File: config.mk
export PLATFORM = sky130hd
export DESIGN_NAME = inst_mem_loader
export DESIGN_NICKNAME = d
export VERILOG_FILES = /design/src/rtl/inst_mem_loader.sv
export SDC_FILE = /design/constraint.sdc
export NUM_CORES = 1
export LEC_CHECK = 0
export CAP_MARGIN = 30
export CORE_MARGIN = 4
export CORE_UTILIZATION = 38
export CTS_CLUSTER_DIAMETER = 30
export DETAILED_ROUTE_END_ITERATION = 16
export MAX_ROUTING_LAYER = met4
export PLACE_DENSITY = 0.57
export SLEW_MARGIN = 40
export SYNTH_ARGS = -nofsm -noshare
export SYNTH_HDL_FRONTEND = slang
export SYNTH_SLANG_ARGS = --single-unit
File: constraint.sdc
create_clock -name clk -period 2.27 [get_ports clk]
set_input_delay 0.5675 -clock clk [delete_from_list [all_inputs] [get_ports clk]]
set_output_delay 0.5675 -clock clk [all_outputs]
set_load 0.02 [all_outputs]
File: src/rtl/inst_mem_loader.sv
// ---------------------------------------------------------------------------
// inst_mem_loader
// Receives a byte stream (one header byte N followed by N little-endian
// 32-bit words) and writes the words into instruction memory at word
// addresses 0..N-1. The CPU is held in reset until a complete load finishes.
// A header of zero or larger than MAX_WORDS parks the loader in an error
// state with no memory writes. All outputs are registered.
// ---------------------------------------------------------------------------
module inst_mem_loader #(
  parameter int ADDR_W    = 6,
  parameter int MAX_WORDS = 64
) (
  input  logic              clk,
  input  logic              rst_n,
  input  logic              start,
  input  logic              in_valid,
  input  logic [7:0]        in_data,
  output logic              in_ready,
  output logic              wr_en,
  output logic [ADDR_W-1:0] wr_addr,
  output logic [31:0]       wr_data,
  output logic              cpu_rst_n,
  output logic              done,
  output logic              err,
  output logic [ADDR_W:0]   words_loaded
);

  // Word counters need one extra bit so that a full MAX_WORDS load fits.
  localparam int CNT_W = ADDR_W + 1;

  typedef enum logic [2:0] {
    IDLE  = 3'd0,
    HDR   = 3'd1,
    BYTES = 3'd2,
    WRITE = 3'd3,
    DONE  = 3'd4,
    ERR   = 3'd5
  } state_t;

  state_t            state_r;
  state_t            state_nxt_s;

  // Datapath state
  logic [CNT_W-1:0]  n_words_r;
  logic [CNT_W-1:0]  words_loaded_r;
  logic [ADDR_W-1:0] word_idx_r;
  logic [1:0]        byte_cnt_r;
  logic [23:0]       asm_r;

  // Registered outputs
  logic              in_ready_r;
  logic              wr_en_r;
  logic [ADDR_W-1:0] wr_addr_r;
  logic [31:0]       wr_data_r;
  logic              cpu_rst_n_r;
  logic              done_r;
  logic              err_r;

  // Decoded conditions
  logic              accept_s;
  logic              hdr_bad_s;
  logic              last_byte_s;
  logic              last_word_s;

  // Joins the three buffered low bytes with the final byte, little-endian.
  function automatic logic [31:0] le_word(input logic [23:0] lo_bytes,
                                          input logic [7:0]  hi_byte);
    le_word = {hi_byte, lo_bytes};
  endfunction

  // Header legality: zero-length and over-long loads are rejected.
  function automatic logic header_illegal(input logic [7:0] hdr);
    header_illegal = (hdr == 8'd0) || (32'(hdr) > 32'(MAX_WORDS));
  endfunction

  // Handshake and sequencing conditions derived from current state.
  always_comb begin
    accept_s    = in_valid && in_ready_r;
    hdr_bad_s   = header_illegal(in_data);
    last_byte_s = (byte_cnt_r == 2'd3);
    last_word_s = ((words_loaded_r + CNT_W'(1)) == n_words_r);
  end

  // State register with synchronous active-low reset.
  always_ff @(posedge clk) begin
    if (!rst_n) begin
      state_r <= IDLE;
    end else begin
      state_r <= state_nxt_s;
    end
  end

  // Next-state logic; start is only honoured from IDLE, DONE and ERR.
  always_comb begin
    state_nxt_s = state_r;
    case (state_r)
      IDLE: begin
        if (start) begin
          state_nxt_s = HDR;
        end else begin
          state_nxt_s = IDLE;
        end
      end
      HDR: begin
        if (accept_s) begin
          if (hdr_bad_s) begin
            state_nxt_s = ERR;
          end else begin
            state_nxt_s = BYTES;
          end
        end else begin
          state_nxt_s = HDR;
        end
      end
      BYTES: begin
        if (accept_s && last_byte_s) begin
          state_nxt_s = WRITE;
        end else begin
          state_nxt_s = BYTES;
        end
      end
      WRITE: begin
        if (last_word_s) begin
          state_nxt_s = DONE;
        end else begin
          state_nxt_s = BYTES;
        end
      end
      DONE: begin
        if (start) begin
          state_nxt_s = HDR;
        end else begin
          state_nxt_s = DONE;
        end
      end
      ERR: begin
        if (start) begin
          state_nxt_s = HDR;
        end else begin
          state_nxt_s = ERR;
        end
      end
      default: begin
        state_nxt_s = IDLE;
      end
    endcase
  end

  // Header capture, byte assembly, and word/write bookkeeping.
  always_ff @(posedge clk) begin
    if (!rst_n) begin
      n_words_r      <= {CNT_W{1'b0}};
      words_loaded_r <= {CNT_W{1'b0}};
      word_idx_r     <= {ADDR_W{1'b0}};
      byte_cnt_r     <= 2'd0;
      asm_r          <= 24'd0;
      wr_addr_r      <= {ADDR_W{1'b0}};
      wr_data_r      <= 32'd0;
    end else begin
      case (state_r)
        HDR: begin
          if (accept_s && !hdr_bad_s) begin
            n_words_r      <= CNT_W'(in_data);
            words_loaded_r <= {CNT_W{1'b0}};
            word_idx_r     <= {ADDR_W{1'b0}};
            byte_cnt_r     <= 2'd0;
          end
        end
        BYTES: begin
          if (accept_s) begin
            byte_cnt_r <= byte_cnt_r + 2'd1;
            case (byte_cnt_r)
              2'd0: asm_r[7:0]   <= in_data;
              2'd1: asm_r[15:8]  <= in_data;
              2'd2: asm_r[23:16] <= in_data;
              2'd3: begin
                // Final byte goes straight into the write-data register so
                // the strobe can follow on the very next cycle.
                wr_data_r <= le_word(asm_r, in_data);
                wr_addr_r <= word_idx_r;
              end
              default: asm_r <= asm_r;
            endcase
          end
        end
        WRITE: begin
          word_idx_r     <= word_idx_r + ADDR_W'(1);
          words_loaded_r <= words_loaded_r + CNT_W'(1);
        end
        default: begin
          byte_cnt_r <= byte_cnt_r;
        end
      endcase
    end
  end

  // Output registers decoded from the next state so they line up with it.
  always_ff @(posedge clk) begin
    if (!rst_n) begin
      in_ready_r  <= 1'b0;
      wr_en_r     <= 1'b0;
      cpu_rst_n_r <= 1'b0;
      done_r      <= 1'b0;
      err_r       <= 1'b0;
    end else begin
      in_ready_r  <= (state_nxt_s == HDR) || (state_nxt_s == BYTES);
      wr_en_r     <= (state_nxt_s == WRITE);
      cpu_rst_n_r <= (state_nxt_s == DONE);
      done_r      <= (state_nxt_s == DONE);
      err_r       <= (state_nxt_s == ERR);
    end
  end

  assign in_ready     = in_ready_r;
  assign wr_en        = wr_en_r;
  assign wr_addr      = wr_addr_r;
  assign wr_data      = wr_data_r;
  assign cpu_rst_n    = cpu_rst_n_r;
  assign done         = done_r;
  assign err          = err_r;
  assign words_loaded = words_loaded_r;

endmodule

==> run metrics <==
run status=complete, no violations; Final #Nets=526; DR WL met3=406 µm; skew final=0.0124 ns; row count=36; PwrDens=589 nW/µm²; total CTS buffers=9; routed vias/inst=4.84; Period Utilization, post-route=96.9%; Worst slew margin=54.7%; CTS tree=done; vias in the first global route=2,935; clk sinks=91; Synth Net Count=447; CP Max Fanout=4; via count=3,127; CP required=2.56 ns; Setup crit end kind=flop; DRC violations left=0; Tot GR Track Use=17.2%; worst hold margin=0.454 ns; largest family of logic cells by synthesized area=simple AND/OR/NAND/NOR gates; routability cong.=0.736; wire per inst=14.6 µm; worst path buffer plus inverter count=1; count of cell types in the netlist=45; antenna violations before repair=0; clk_lat worst skew=0.36 ns; HP Class=flop to flop; actual slew at the worst max-slew pin=0.679 ns; Layout Cells excl Fill=646; most common cell after layout, fill and taps aside=nand2_1; max_cap viols=0; placed instance count=629; wl on met1=4730 µm; area of the core=9820 µm²; endpoints failing setup=0; FILL cells=973; post-synthesis xor/xnor area fraction=2.27%; worst path arrival time=2.49 ns; area delta synth->final=30.9%; n_diodes=0; CP most frequent cell=a211oi_2; # H-tree levels=3; commonest cells after routing, fill and taps aside=102 x nand2_1, 91 x dfxtp_1, 60 x clkdlybuf4s50_1; IO Count=62; max-slew violations=0; reg2reg path depth=7; WL final=9440 µm; layout cells sized above 1=11.9%; IO Port Bufs=61; post-synthesis compound-gate area fraction=15.8%; final hold violation count=0; DRT Pass-1 Iters=4; Starting Density=39.3%; largest net degree at the start of global routing=39; cells along the critical path=clkdlybuf4s50_1, nor4_4, and3_1, or2_1, a211oi_2, a211oi_2, o2111a_1; initial drt markers=159; Synth Instances=429; Seq/Total Area, Yosys=47.2%; Simple-Gate Fraction of Synth Area=24.1%; Crit Path Category=input port to flop; Die Span X=109 µm; Worst-path clk slew=0.08 ns; Critical Path Start Type=input port; post-place setup slack=-0.350 ns; grt ovf=0; first-pass GRT wire length=15,300 µm; total power=2980 µW; Post-synth EDFFs=0; Period minus WS final=2.20 ns; Detail Placement HPWL=6580 µm; RSZ-0062 raised after global routing=no; hold-critical path depth=2; CTS root buf=clkbuf_8; Worst path max stage delay=0.53 ns; FMAX=0.454 GHz; slack of the critical path=0.0695 ns; worst vdd rail ir drop=0.000372 V; static leakage=0.00190 µW; full die area=11,800 µm²; ys async rst share=0%; Top delay family on crit path=simple AND/OR/NAND/NOR gates; Synth Area in Adders=1.95%; synthesized cell area=3860 µm²; Syn Area/Cell=8.99 µm²; Syn. warnings=0; Die Y-Extent=109 µm; synthesized flop and latch total=91; antenna viol nets, final=0; post-synthesis mux area share=5.45%; met2 WL=4140 µm; Main synth FF type=dfxtp_1; CP Depth=7; Crit-path slowest cell=clkdlybuf4s50_1; top routing layer used=met4; Finished Core Util=51.4%; Longest Clk Path Bufs=2
==> cells by family after synthesis <==
kind of cell / count (synthesis)
mux: 21
flops: 91
fa+ha+maj: 6
simple gates: 188
compound gates: 83
xor+xnor: 10
buf+inv: 30
==> report_power, final <==
part	switching [µW]	internal [µW]	total [µW]
Combinational	73.8	70.7	144
Sequential	7.08	1600	1610
Clock	574	650	1220
Total	655	2320	2980
==> cells in the mapped netlist (2+ instances only) <==
library cell,count,area share (%)
nor4_2,3,0.97
nand3b_1,3,0.58
a31oi_1,2,0.32
mux2i_1,21,5.5
nand2_1,102,9.9
buf_2,6,0.78
a21boi_1,6,1.2
inv_1,6,0.58
and3_1,8,1.3
xor2_1,4,0.91
or3_1,4,0.65
nor2b_1,27,4.4
nor2_1,15,1.5
clkbuf_1,16,1.6
dfxtp_1,91,47
ha_1,6,1.9
nand3_1,10,1.3
a21boi_0,48,9.3
a21oi_1,7,0.91
nor3b_1,2,0.39
o21ai_0,10,1.3
xnor2_1,6,1.4
and2_1,4,0.65
==> worst min-delay path, cell delays in order, from the launching register on <==
cell	delay [ns]
dfxtp_1	0.31
nand2_1	0.05
a21boi_1	0.05
==> worst paths after layout <==
kind,end,startpoint,slack [ns]
worst max register to register,in_ready,words_loaded[0],0.21
worst max-delay path,in_ready,in_data[3],0.07
worst min register to register,wr_addr[0],wr_addr[0],0.45
worst min-delay path,wr_addr[0],wr_addr[0],0.45
==> sequential cells by signal (all words and copies together), names as in the netlist <==
name,cells
asm_r,24
byte_cnt_r,2
done,1
err,1
in_ready,1
n_words_r,7
state_r,3
word_idx_r,6
words_loaded,7
wr_addr,6
wr_data,32
wr_en,1
==> stage by stage <==
stage / TNS, ns / instance area (µm²)
finish: 0 / 5050
CTS: 0 / 5030
global route: 0 / 5050
detailed placement: -7.24 / 4800
floorplan: 0 / 3860
global placement: -6.89 / 4800
==> layout make-up <==
class,instances,area (µm²),share of cell area (%)
Sequential cell,91,1820,36.1
Multi-Input combinational cell,309,1930,38.2
Tap cell,133,166,3.30
Clock buffer,10,138,2.73
Clock inverter,6,88.8,1.76
Timing Repair Buffer,91,881,17.4
Inverter,6,22.5,0.446
==> layer usage <==
metal	global-route usage (%)	up-vias
li1	-	1600
met1	23.5	1450
met3	3.14	13
met4	6.49	0
met5	-	-
met2	25.3	64
==> repair_timing <==
item,4_1_cts,5_1_grt
hold buffers,0,0
resized for setup,0,2
endpoints found under the setup margin,0,22
buffers inserted,0,0
No activity file was read; power rests on OpenSTA's default activity.
